--- config.mk ---
export PLATFORM = sky130hd
export DESIGN_NAME = async_rd_ctrl_fwft
export DESIGN_NICKNAME = d
export VERILOG_FILES = /design/src/rtl/async_rd_ctrl_fwft.sv
export SDC_FILE = /design/constraint.sdc
export NUM_CORES = 1
export LEC_CHECK = 0
export CAP_MARGIN = 5
export CORE_MARGIN = 2
export CORE_UTILIZATION = 22
export CTS_CLUSTER_DIAMETER = 40
export CTS_CLUSTER_SIZE = 12
export DETAILED_ROUTE_END_ITERATION = 10
export PLACE_DENSITY = 0.77
export SLEW_MARGIN = 20
export SYNTH_ARGS = -nofsm -noshare
export SYNTH_HDL_FRONTEND = slang
export SYNTH_SLANG_ARGS = --single-unit
--- constraint.sdc ---
create_clock -name rd_clk -period 2.15 [get_ports rd_clk]
set_clock_uncertainty 0.2 [all_clocks]
set_input_delay 0.3225 -clock rd_clk [delete_from_list [all_inputs] [get_ports rd_clk]]
set_output_delay 0.3225 -clock rd_clk [all_outputs]
set_load 0.01 [all_outputs]
--- src/rtl/async_rd_ctrl_fwft.sv ---
// async_rd_ctrl_fwft: read-domain controller for the dual-clock FIFO.
// Holds the binary/gray read pointer, derives empty/count from the
// synchronised write pointer and drives a registered-output RAM.
// Optional feature macro: ASYNC_RD_CTRL_FWFT_EN selects a first-word-fall-through
// output stage (two-entry buffer plus one in-flight RAM read).
module async_rd_ctrl_fwft #(
    parameter int DEPTH             = 4,
    parameter int DWIDTH            = 32,
    parameter int PROG_EMPTY_THRESH = 1
) (
    input  logic                       rd_clk,
    input  logic                       rst,
    input  logic                       rd_en,
    input  logic [$clog2(DEPTH):0]     wr_ptr_rsync,
    input  logic [DWIDTH-1:0]          mem_rd_data,
    output logic                       mem_rd_en,
    output logic [$clog2(DEPTH)-1:0]   rd_addr,
    output logic [$clog2(DEPTH):0]     rd_ptr,
    output logic [DWIDTH-1:0]          rd_data,
    output logic                       rd_valid,
    output logic                       rd_empty,
    output logic                       rd_prog_empty,
    output logic [$clog2(DEPTH):0]     rd_count,
    output logic                       underflow
);

    localparam int AW = $clog2(DEPTH);
    localparam logic [AW:0] PE_THRESH = (AW+1)'(PROG_EMPTY_THRESH);

    logic [AW:0] rd_bin;
    logic [AW:0] rd_bin_next;
    logic [AW:0] wr_bin;
    logic [AW:0] ram_count;
    logic        ram_empty;
    logic        issue;

    // Gray-to-binary conversion of the synchronised write pointer.
    always_comb begin
        wr_bin = '0;
        for (int unsigned i = 0; i <= AW; i++) begin
            wr_bin[i] = ^(wr_ptr_rsync >> i);
        end
    end

    // RAM occupancy as seen from the read side; wraps modulo 2^(AW+1).
    always_comb begin
        ram_empty   = (rd_bin == wr_bin);
        ram_count   = wr_bin - rd_bin;
        rd_bin_next = rd_bin + (AW+1)'(issue);
    end

    // Read pointer register: binary counter and its gray copy move together.
    always_ff @(posedge rd_clk) begin
        if (rst) begin
            rd_bin <= '0;
            rd_ptr <= '0;
        end else begin
            rd_bin <= rd_bin_next;
            rd_ptr <= rd_bin_next ^ (rd_bin_next >> 1);
        end
    end

    assign rd_addr   = rd_bin[AW-1:0];
    assign mem_rd_en = issue;

`ifdef ASYNC_RD_CTRL_FWFT_EN

    logic [1:0]        occ;
    logic [1:0]        occ_next;
    logic              inflight;
    logic              pop;
    logic [1:0]        held_after;
    logic [DWIDTH-1:0] buf0;
    logic [DWIDTH-1:0] buf1;
    logic [DWIDTH-1:0] buf0_next;
    logic [DWIDTH-1:0] buf1_next;

    // Prefetch decision: keep buffer plus in-flight read at no more than two words.
    always_comb begin
        pop        = rd_en & rd_valid;
        held_after = occ + 2'(inflight) - 2'(pop);
        issue      = ~ram_empty & (held_after < 2'd2);
    end

    // Buffer update: pop shifts the head out, then returning RAM data fills
    // the first free slot (slot index is the occupancy left after the pop).
    always_comb begin
        buf0_next = buf0;
        buf1_next = buf1;
        occ_next  = occ;
        if (pop) begin
            buf0_next = buf1;
            occ_next  = occ - 2'd1;
        end
        if (inflight) begin
            if (occ_next == 2'd0) begin
                buf0_next = mem_rd_data;
            end else begin
                buf1_next = mem_rd_data;
            end
            occ_next = occ_next + 2'd1;
        end
    end

    // Output stage registers, in-flight flag and underflow pulse.
    always_ff @(posedge rd_clk) begin
        if (rst) begin
            occ       <= '0;
            inflight  <= 1'b0;
            buf0      <= '0;
            buf1      <= '0;
            underflow <= 1'b0;
        end else begin
            occ       <= occ_next;
            inflight  <= issue;
            buf0      <= buf0_next;
            buf1      <= buf1_next;
            underflow <= rd_en & ~rd_valid;
        end
    end

    // Visible outputs: head of buffer and total words owned by the read side.
    always_comb begin
        rd_data  = buf0;
        rd_valid = (occ != 2'd0);
        rd_empty = ~rd_valid;
        rd_count = ram_count + (AW+1)'(inflight) + (AW+1)'(occ);
    end

    // Buffer occupancy plus the outstanding read never exceeds two entries.
    a_hold_bound: assert property (@(posedge rd_clk) disable iff (rst)
        ((3'(occ) + 3'(inflight)) <= 3'd2));

`else

    // Plain read request: issue straight from rd_en when the RAM has data.
    always_comb begin
        issue = rd_en & ~ram_empty;
    end

    // Data-valid tracks the RAM read latency; underflow flags a refused pop.
    always_ff @(posedge rd_clk) begin
        if (rst) begin
            rd_valid  <= 1'b0;
            underflow <= 1'b0;
        end else begin
            rd_valid  <= issue;
            underflow <= rd_en & rd_empty;
        end
    end

    // Outputs pass straight through from the RAM and the pointer compare.
    always_comb begin
        rd_data  = mem_rd_data;
        rd_empty = ram_empty;
        rd_count = ram_count;
    end

`endif

    // Programmable-empty threshold on the reported fill count.
    always_comb begin
        rd_prog_empty = (rd_count <= PE_THRESH);
    end

endmodule

**Word level (Yosys, flattened, before mapping)**

Cells that the tools add are included.
Widths: inputs -> output; s select.

- Bits in registers: 8
- Input bits: 38
- Output and inout port bits: 45
- Logic and storage cells: 15

- $add $sub $neg: 2
- $lt $le $gt $ge: 1
- Equal/unequal tests: 1
- Bitwise gates (word level): 4
- Reductions and logical operators: 3

Operator list:

| operator | count |
|---|---|
| $reduce_xor 3->1 | 3 |
| $add 3x1->3 | 1 |
| $eq 3x3->1 | 1 |
| $le 3x1->1 const B | 1 |
| $sub 3x3->3 | 1 |
| $xor 3x2->3 | 1 |
| $and 1x1->1 | 2 |
| $not 1->1 | 1 |

**Longest topological paths before layout**

Gate-level depths: netlist of run 1.

- Word-level depth: 6
- Depth in mapped cells: 8
- Gate-level depth less buffers: 8

**Worst setup path after synthesis of run 1**

No wires, ideal clock.

- Path type: input -> register
- Start: input wr_ptr_rsync[2]
- End: register rd_ptr[1]
- Setup time: 0.121 ns
- Data arrival time: 2.153 ns
- Required time: 1.829 ns
- Path slack: -0.324 ns
- Stages: 8
- Path buffers: 0
- Cells stage by stage: xor2_1 > xnor2_1 > ha_1 > a31oi_1 > ha_1 > ha_1 > nor2b_1 > mux2_2

- Cells in the longest elaborated chain, start to end: 6
- Elaborated cells between the ends (all ways): 8
- Those cells by class: 1 x add/sub; 1 x eq/ne; 3 x bitwise; 3 x reduce/logical

Ends and longest elaborated chain:

| what | line | RTL |
|---|---|---|
| start, declared | 14 | `input logic [$clog2(DEPTH):0] wr_ptr_rsync,` |
| $reduce_xor 3->1 | 41 | `wr_bin[i] = ^(wr_ptr_rsync >> i);` |
| $eq 3x3->1 * | 47 | `ram_empty = (rd_bin == wr_bin);` |
| $not 1->1 * | 138 | `issue = rd_en & ~ram_empty;` |
| $and 1x1->1 * | 138 |  |
| via mem_rd_en | 16 | `output logic mem_rd_en,` |
| $add 3x1->3 * | 49 | `rd_bin_next = rd_bin + (AW+1)'(issue);` |
| via rd_bin_next[1] | 31 | `logic [AW:0] rd_bin_next;` |
| $xor 3x2->3 * | 59 | `rd_ptr <= rd_bin_next ^ (rd_bin_next >> 1);` |
| end signal, assigned | 59 |  |
| end, declared | 18 | `output logic [$clog2(DEPTH):0] rd_ptr,` |

The timed path passes the listed nets; every way through them passes the cells marked *.
A chain may end at the register's enable or synchronous reset.

**Final worst setup path of run 1**

- Start: input wr_ptr_rsync[1]
- End: output rd_prog_empty

- Cells in the longest elaborated chain, start to end: 3
- Elaborated cells between the ends (all ways): 4
- Those cells by class: 1 x add/sub; 1 x order compare; 2 x reduce/logical

Ends and longest elaborated chain:

| what | line | RTL |
|---|---|---|
| $reduce_xor 3->1 | 41 |  |
| $sub 3x3->3 * | 48 | `ram_count = wr_bin - rd_bin;` |
| $le 3x1->1 * | 163 | `rd_prog_empty = (rd_count <= PE_THRESH);` |
| end, declared | 22 | `output logic rd_prog_empty,` |

Mark *: on every way between the ends. The rest lies on a longest branch, timed or not.

==> flow_metrics.tcl, run 1 <==
set metrics [dict create \
    path_class "primary input to primary output" \
    tritoncts "yes" \
    avgViaCountPerCell 4.05 \
    syn-instance-count 66 \
    grt_max_degree 8 \
    final_antenna_net_count 0 \
    grt_pass1_vias 434 \
    layout_min_cycle_time_ps 2280 \
    avgSynthCellArea_um2 9.21 \
    overflow 0 \
    grt_use_total 0.0730 \
    synth.area.top_cells "buf_4 (40%), dfxtp_1 (23%), ha_1 (8.2%), xnor2_1 (5.8%), xnor3_2 (3.9%)" \
    clockRootBuffer "clkbuf_4" \
    whs_ps 445 \
    fin_tns_setup_ps -185 \
    reg2reg_depth 8 \
    final_util 0.295 \
    syn_nets 109 \
    ys_seq_area_frac 0.230 \
    r2r-end "rd_ptr[1]$_SDFF_PP0_" \
    wl_um 1140 \
    fp.dieH_um 56.6 \
    drc 0 \
    crit_path_end_kind "primary output" \
    worstHoldPathCells 0 \
    die_x_um 56.6 \
    cp.arrival_ps 1760 \
    place_hpwl_um 942 \
    layout-drive-gt1-share 0.477 \
    drtPass1Iterations 2 \
    cp.required_ps 1630 \
    ir_drop_v 0.000296 \
    p_leak_nw 0.319 \
    ys_warn_count 0 \
    drv_slew 0 \
    hold_buffers 0 \
    post_cts_buffers 0 \
    rrSetupSlack_ps 100 \
    status "complete, but fails checks" \
    dieArea_mm2 0.00320 \
    start_util 0.226 \
    clockBufferDepth 2 \
    final_cell_mix "clkdlybuf4s50_1 (9), buf_4 (9), dfxtp_1 (7)" \
    antenna_cells 0 \
    hold_viol 0 \
    p_total_mw 0.569 \
    grt_setup_unrepaired "true" \
    placementRows 19 \
    setup_ws_ps -130 \
    cts_buffers 3 \
    hold_class "primary input to primary output" \
    ys_ff_latch 7 \
    powerDensity_mw_per_mm2 717 \
    syn2layout_area_growth_pct 30.5 \
    holdPathEnd "rd_data[13]" \
    cts_sinks 7 \
    synth_cell_types 17 \
    setup_violations 2 \
    n_fill_cell 276 \
    routedWlPerCell_um 11.9 \
    worst_pin_slew_ps 301 \
    port_buffers 18 \
    slew_headroom 0.798 \
    core_mm2 0.00269 \
    worstHoldStart "mem_rd_data[13]" \
    min_period_over_period 1.06 \
    nNetsFinal 109 \
    vias 389 \
    ioPinCount 83 \
    drt_iter0_drc 2 \
    grt_pass1_wl_um 1700 \
    yosys.area.top_type "buf_4" \
    startpoint_type "primary input" \
    reg2reg_from "rd_bin[1]$_SDFF_PP0_" \
    max_freq_mhz 439 \
    synth_top_area_share 0.395 \
    max_cap_viol_count 0 \
    clock_latency_ps 260 \
    pre_cts_ws_ps -1070 \
    place_congestion 0.715 \
    worst-path-max-fanout 2 \
    h-tree-depth 1 \
    violations "setup timing" \
    antenna_found_initial 0 \
    mappedNetlistArea_um2 608 \
]
==> logic make-up after synthesis <==
group           share of synthesized area
flops                               0.230
fa+ha+maj                           0.115
xor+xnor                            0.111
mux                                0.0185
simple gates                       0.0803
buf+inv                             0.420
compound gates                     0.0247
==> cells in the mapped netlist <==
cell,n
mux2_2,1
nand2_1,1
nor4b_1,1
buf_4,32
a311oi_1,1
inv_1,4
xor2_1,1
fa_1,1
dfxtp_1,7
nor2_2,1
nor2_1,3
ha_1,4
a31oi_1,1
nor2b_1,2
xnor2_1,4
and3_1,1
xnor3_2,1
==> power breakdown <==
part / total [mW] / switching, mW / internal [mW]
logic: 0.292 / 0.117 / 0.175
registers: 0.154 / 0.00822 / 0.146
clock network: 0.122 / 0.0514 / 0.0710
==> metrics by stage <==
stage               std cells  instance area (um^2)
floorplan                  66                   686
global placement           92                   732
detailed placement         92                   732
CTS                        96                   774
global route               96                   793
finish                     96                   793
==> worst max-delay path, stage by stage <==
cell and delay [ps]:
buf_8 100, xor2_4 180, xnor2_2 160, ha_4 150
inv_2 30, fa_2 320, xnor3_2 260, nor2_2 90
buf_2 130
==> layer usage <==
layer  GRT usage  vias up  routed length, um
met1      0.0522      168                334
met4       0.112        0                116
li1            -      174                  -
met2       0.115       24                556
met3      0.0323       23                134
met5           0        -                  0
==> cell type report <==
type / instances / area [um^2] / area share
Clock buffer: 4 / 26.3 / 0.0331
Timing Repair Buffer: 27 / 248 / 0.312
Multi-Input combinational cell: 23 / 325 / 0.410
Inverter: 4 / 15.0 / 0.0189
Tap cell: 31 / 38.8 / 0.0489
Sequential cell: 7 / 140 / 0.177
==> sequential cells by signal (all words and copies together), names as in the netlist <==
name and count:
rd_bin 2, rd_ptr 3, underflow 1, rd_valid 1
==> worst max-delay path by stage <==
stage | startpoint | endpoint | slack (ps) | cells after the start
3_3_place_gp | wr_ptr_rsync[2] | rd_prog_empty | -1000 | 9
4_1_cts | wr_ptr_rsync[1] | rd_prog_empty | -180 | 9
5_1_grt | wr_ptr_rsync[1] | rd_prog_empty | -220 | 9
2_1_floorplan | wr_ptr_rsync[2] | rd_ptr[1]$_SDFF_PP0_ | -120 | 8
6_report | wr_ptr_rsync[1] | rd_prog_empty | -130 | 9
3_5_place_dp | wr_ptr_rsync[2] | rd_prog_empty | -1070 | 9
==> what timing repair did <==
| action | 4_1_cts | 5_1_grt |
|---|---|---|
| pin swaps | 3 | 0 |
| setup endpoints to repair | 11 | 4 |
| resized for setup | 35 | 3 |
Note: power is estimated with default switching activity, not from simulation.
==> inputs of run 2 (changes only) <==
--- a/config.mk
+++ b/config.mk
@@ -6,12 +6,14 @@
 export NUM_CORES = 1
 export LEC_CHECK = 0
 export CAP_MARGIN = 5
-export CORE_MARGIN = 2
-export CORE_UTILIZATION = 22
+export CELL_PAD_IN_SITES_DETAIL_PLACEMENT = 0
+export CELL_PAD_IN_SITES_GLOBAL_PLACEMENT = 2
+export CORE_UTILIZATION = 10
 export CTS_CLUSTER_DIAMETER = 40
 export CTS_CLUSTER_SIZE = 12
 export DETAILED_ROUTE_END_ITERATION = 10
-export PLACE_DENSITY = 0.77
+export PLACE_DENSITY = 0.78
+export RECOVER_POWER = 25
 export SLEW_MARGIN = 20
 export SYNTH_ARGS = -nofsm -noshare
 export SYNTH_HDL_FRONTEND = slang
==> flow_metrics.tcl, run 2 (synthesized netlist as in run 1, its figures left out) <==
set metrics [dict create \
    dieArea_mm2 0.00640 \
    status "complete, but fails checks" \
    routedWlPerCell_um 9.26 \
    seqPwrFrac 0.241 \
    vias 380 \
    final_util 0.149 \
    clock_power_share 0.292 \
    slew_headroom 0.752 \
    antenna_found_initial 0 \
    start_util 0.103 \
    h-tree-depth 1 \
    min_period_over_period 1.06 \
    layout-drive-gt1-share 0.500 \
    placementRows 28 \
    powerDensity_mw_per_mm2 726 \
    cp.arrival_ps 1750 \
    max_cap_viol_count 0 \
    switching_power_mw 0.187 \
    overflow 0 \
    grt_pass1_vias 408 \
    fin_area_um2 877 \
    worstHoldPathCells 4 \
    antenna_cells 0 \
    ir_drop_v 0.000186 \
    pwr-share-comb 0.467 \
    violations "setup timing" \
    setup_ws_ps -127 \
    clkTransAtPathRegs_ps 40 \
    clockBufferDepth 2 \
    final_cell_mix "buf_4 (10), clkdlybuf4s50_1 (9), dfxtp_1 (7)" \
    grt_setup_unrepaired "true" \
    cp.required_ps 1630 \
    fp.dieH_um 80.0 \
    drtPass1Iterations 2 \
    ioPinCount 83 \
    grt_pass1_wl_um 1970 \
    startpoint_type "primary input" \
    crit_path_end_kind "primary output" \
    cts_sinks 7 \
    grt_use_total 0.0427 \
    place_hpwl_um 1060 \
    nNetsFinal 110 \
    drc 0 \
    core_mm2 0.00589 \
    grtUsageMet2 0.0675 \
    path_class "primary input to primary output" \
    grt_max_degree 8 \
    hold_viol 0 \
    drt_iter0_drc 14 \
    die_x_um 80.0 \
    avgViaCountPerCell 2.70 \
    final_antenna_net_count 0 \
    worst_pin_slew_ps 371 \
    reg_top3 "rd_ptr x3, rd_bin x2" \
    place_congestion 0.657 \
    max_freq_mhz 439 \
    p_leak_nw 0.333 \
    setup_violations 2 \
    wl_um 1310 \
    placed_area_um2 795 \
    reg2reg_depth 8 \
    p_int_mw 0.449 \
    port_buffers 18 \
    cts_buffers 3 \
    worst-path-max-fanout 2 \
    final_common_cell "buf_4" \
    layout_min_cycle_time_ps 2280 \
    syn2layout_area_growth_pct 44.2 \
    clock_latency_ps 230 \
    tritoncts "yes" \
    switching_share 0.295 \
    clockRootBuffer "clkbuf_8" \
    met3_usage 0.0114 \
    hold_class "primary input to flip-flop" \
    grt_use_met1 0.0467 \
    regMostFlops "rd_ptr" \
    largest_register_ff_count 3 \
    grt-busiest-layer "met2" \
    drv_slew 0 \
]
[run 2: changes by cell type in the layout (fill, tap and decap cells not counted), sizes merged]
cell / change
buf: +1
clkbuf: -1
clkinv: +1
[run 2: final cells by class]
type	count	area [um^2]
well taps	75	93.8
fillers	664	5010
clock inverters	1	5.00
repair buffers	28	255
inverters	4	15.0
flip-flops and latches	7	140
clock buffers	3	41.3
multi-input cells	23	327
[run 2: per-stage QoR]
stage               setup slack, ps  setup TNS [ps]  instances  hold WS, ps  power, mW
finish                         -127            -184        141          410      0.636
global route                   -201            -365        141          423      0.685
CTS                            -135            -197        141          445      0.652
detailed placement            -1040           -8080        137          445      0.453
global placement              -1010           -7770        137          445      0.451
floorplan                      -124            -124         66          190      0.353
[run 2: worst max-delay path, cell delays in order]
cell and delay [ps]:
buf_8 100, xor2_4 180, xnor2_1 150, ha_2 190, inv_2 40, fa_2 320
xnor3_2 250, nor2_2 80, buf_2 130
[run 2: power by group through the flow]
stage	Combinational (mW)	Sequential, mW	Clock [mW]
floorplan	0.187	0.167	0
global placement	0.295	0.156	0
detailed placement	0.297	0.156	0
CTS	0.301	0.154	0.197
global route	0.325	0.156	0.204
finish	0.297	0.154	0.186
[run 2: final timing paths]
kind	from	slack, ps	end
worst max-delay path	wr_ptr_rsync[1]	-130	rd_prog_empty
worst min-delay path	wr_ptr_rsync[2]	410	rd_valid$_SDFF_PP0_
worst max register to register	rd_bin[1]$_SDFF_PP0_	100	rd_ptr[1]$_SDFF_PP0_
worst min register to register	rd_ptr[2]$_SDFF_PP0_	510	rd_ptr[2]$_SDFF_PP0_
[run 2: metal layers]
metal,share of wire,up-vias
met5,0,-
met4,0.029,0
met3,0.10,12
met2,0.47,20
met1,0.40,173
li1,-,175
[run 2: repair_timing]
item                       in CTS  in global routing
buffers inserted                0                  0
resized for setup              36                  2
pin swaps                       4                  2
hold buffers                    0                  0
setup endpoints to repair      11                  6
==> inputs of run 3 (changes only) <==
--- a/config.mk
+++ b/config.mk
@@ -8,12 +8,13 @@
 export CAP_MARGIN = 5
 export CELL_PAD_IN_SITES_DETAIL_PLACEMENT = 0
 export CELL_PAD_IN_SITES_GLOBAL_PLACEMENT = 2
-export CORE_UTILIZATION = 10
+export CORE_UTILIZATION = 11
 export CTS_CLUSTER_DIAMETER = 40
 export CTS_CLUSTER_SIZE = 12
 export DETAILED_ROUTE_END_ITERATION = 10
-export PLACE_DENSITY = 0.78
+export PLACE_DENSITY = 0.82
 export RECOVER_POWER = 25
+export SKIP_CTS_REPAIR_TIMING = 1
 export SLEW_MARGIN = 20
 export SYNTH_ARGS = -nofsm -noshare
 export SYNTH_HDL_FRONTEND = slang
==> constraint.sdc (replaced) <==
create_clock -name rd_clk -period 2.25 [get_ports rd_clk]
set_clock_uncertainty 0.2 [all_clocks]
set_input_delay 0.3375 -clock rd_clk [delete_from_list [all_inputs] [get_ports rd_clk]]
set_output_delay 0.3375 -clock rd_clk [all_outputs]
set_load 0.01 [all_outputs]
==> flow_metrics.tcl, run 3 (synthesized netlist as in run 1, its figures left out) <==
set metrics [dict create \
    status "complete, but fails checks" \
    violations "setup timing" \
    place_congestion 0.686 \
    port_buffers 18 \
    cts_sinks 7 \
    worst_pin_slew_ps 454 \
    drtPass1Iterations 2 \
    final_antenna_net_count 0 \
    grt_pass1_vias 421 \
    max_freq_mhz 424 \
    drv_slew 0 \
    vias 370 \
    critPathSlowestCell "fa_2" \
    regMostFlops "rd_ptr" \
    clockRootBuffer "clkbuf_8" \
    dieArea_mm2 0.00583 \
    critPathTopFamily "XOR/XNOR gates" \
    drt_iter0_drc 13 \
    h-tree-depth 1 \
    die_x_um 76.4 \
    register_area_um2 140 \
    nNetsFinal 108 \
    fp.dieH_um 76.4 \
    cpPeakStageDelay_ps 340 \
    path_buf_inv 3 \
    final_common_cell "clkdlybuf4s50_1" \
    min_period_over_period 1.05 \
    routedWlPerCell_um 8.76 \
    multi_input_comb_area_um2 313 \
    setup_ws_ps -108 \
    grt_setup_unrepaired "true" \
    startpoint_type "primary input" \
    hold_viol 0 \
    cts_buffers 3 \
    ir_drop_v 0.000157 \
    path_class "primary input to primary output" \
    layout_min_cycle_time_ps 2360 \
    slew_headroom 0.695 \
    start_util 0.117 \
    whs_ps 445 \
    max_cap_viol_count 0 \
    tritoncts "yes" \
    cp.required_ps 1710 \
    grt_use_total 0.0416 \
    clockBufferDepth 2 \
    place_hpwl_um 964 \
    antenna_cells 0 \
    syn2layout_area_growth_pct 39.5 \
    clock_latency_ps 230 \
    crit_path_end_kind "primary output" \
    ioPinCount 83 \
    hold_class "flip-flop to flip-flop" \
    cp.arrival_ps 1820 \
    final_cell_mix "clkdlybuf4s50_1 (9), buf_4 (8), dfxtp_1 (7)" \
    dpl.cell_count 130 \
    avgViaCountPerCell 2.76 \
    grt_max_degree 8 \
    placementRows 26 \
    instances_no_fill 134 \
    core_mm2 0.00520 \
    p_leak_nw 0.357 \
    reg_top3 "rd_ptr x3, rd_bin x2" \
    layout-drive-gt1-share 0.453 \
    wl_um 1170 \
    setup_violations 2 \
    n_fill_cell 595 \
    worstPathCellList "buf_8 > xor2_4 > xnor2_2 > ha_4 > inv_2 > fa_2 > xnor3_2 > nor2_2 > buf_2" \
    largest_register_ff_count 3 \
    powerDensity_mw_per_mm2 707 \
    grt_pass1_wl_um 1860 \
    overflow 0 \
    drc 0 \
    clkTransAtPathRegs_ps 40 \
    antenna_found_initial 0 \
    worst-path-max-fanout 2 \
]
==> run 3: through the flow <==
| stage | TNS, ps | area, um^2 | worst slack [ps] | util | total power [mW] |
|---|---|---|---|---|---|
| floorplan | -39.3 | 686 | -39.3 | - | 0.338 |
| CTS | -5920 | 818 | -1040 | 0.157 | 0.611 |
| detailed placement | -7160 | 773 | -1030 | 0.149 | 0.428 |
| global placement | -6660 | 773 | -934 | 0.149 | 0.423 |
| global route | -231 | 848 | -166 | 0.163 | 0.641 |
| finish | -127 | 848 | -108 | 0.163 | 0.599 |
==> run 3: report_power, final <==
part / switching, mW / total, mW / internal (mW) / leakage [nW]
Clock: 0.0530 / 0.175 / 0.122 / 0.0228
Combinational: 0.113 / 0.276 / 0.163 / 0.277
Sequential: 0.00793 / 0.148 / 0.140 / 0.0575
==> run 3: cell type report <==
| type | instances | area share |
|---|---|---|
| repair buffers | 26 | 0.292 |
| inverters | 4 | 0.0177 |
| clock buffers | 4 | 0.0531 |
| multi-input cells | 23 | 0.369 |
| well taps | 70 | 0.103 |
| flip-flops and latches | 7 | 0.165 |
==> run 3: worst reg2reg max path, cell delays in order (launching register included) <==
cell	delay [ps]
dfxtp_1	370
xnor2_1	410
a31oi_4	160
ha_4	190
ha_4	160
xnor2_2	190
mux2_4	310
==> run 3: path summary, 6_finish.rpt <==
path	start	to	slack, ps	cells after the start
max	wr_ptr_rsync[1]	rd_prog_empty	-110	9
min	rd_ptr[2]$_SDFF_PP0_	rd_ptr[2]$_SDFF_PP0_	450	2
max reg2reg	rd_ptr[2]$_SDFF_PP0_	rd_ptr[1]$_SDFF_PP0_	160	6
min reg2reg	rd_ptr[2]$_SDFF_PP0_	rd_ptr[2]$_SDFF_PP0_	450	2
==> run 3: metal layers <==
| metal | global-route usage | vias to the layer above | wire (um) |
|---|---|---|---|
| met5 | 0 | - | 0 |
| met2 | 0.0784 | 23 | 619 |
| li1 | - | 170 | - |
| met3 | 0.0156 | 4 | 121 |
| met1 | 0.0353 | 173 | 411 |
| met4 | 0.0308 | 0 | 21 |
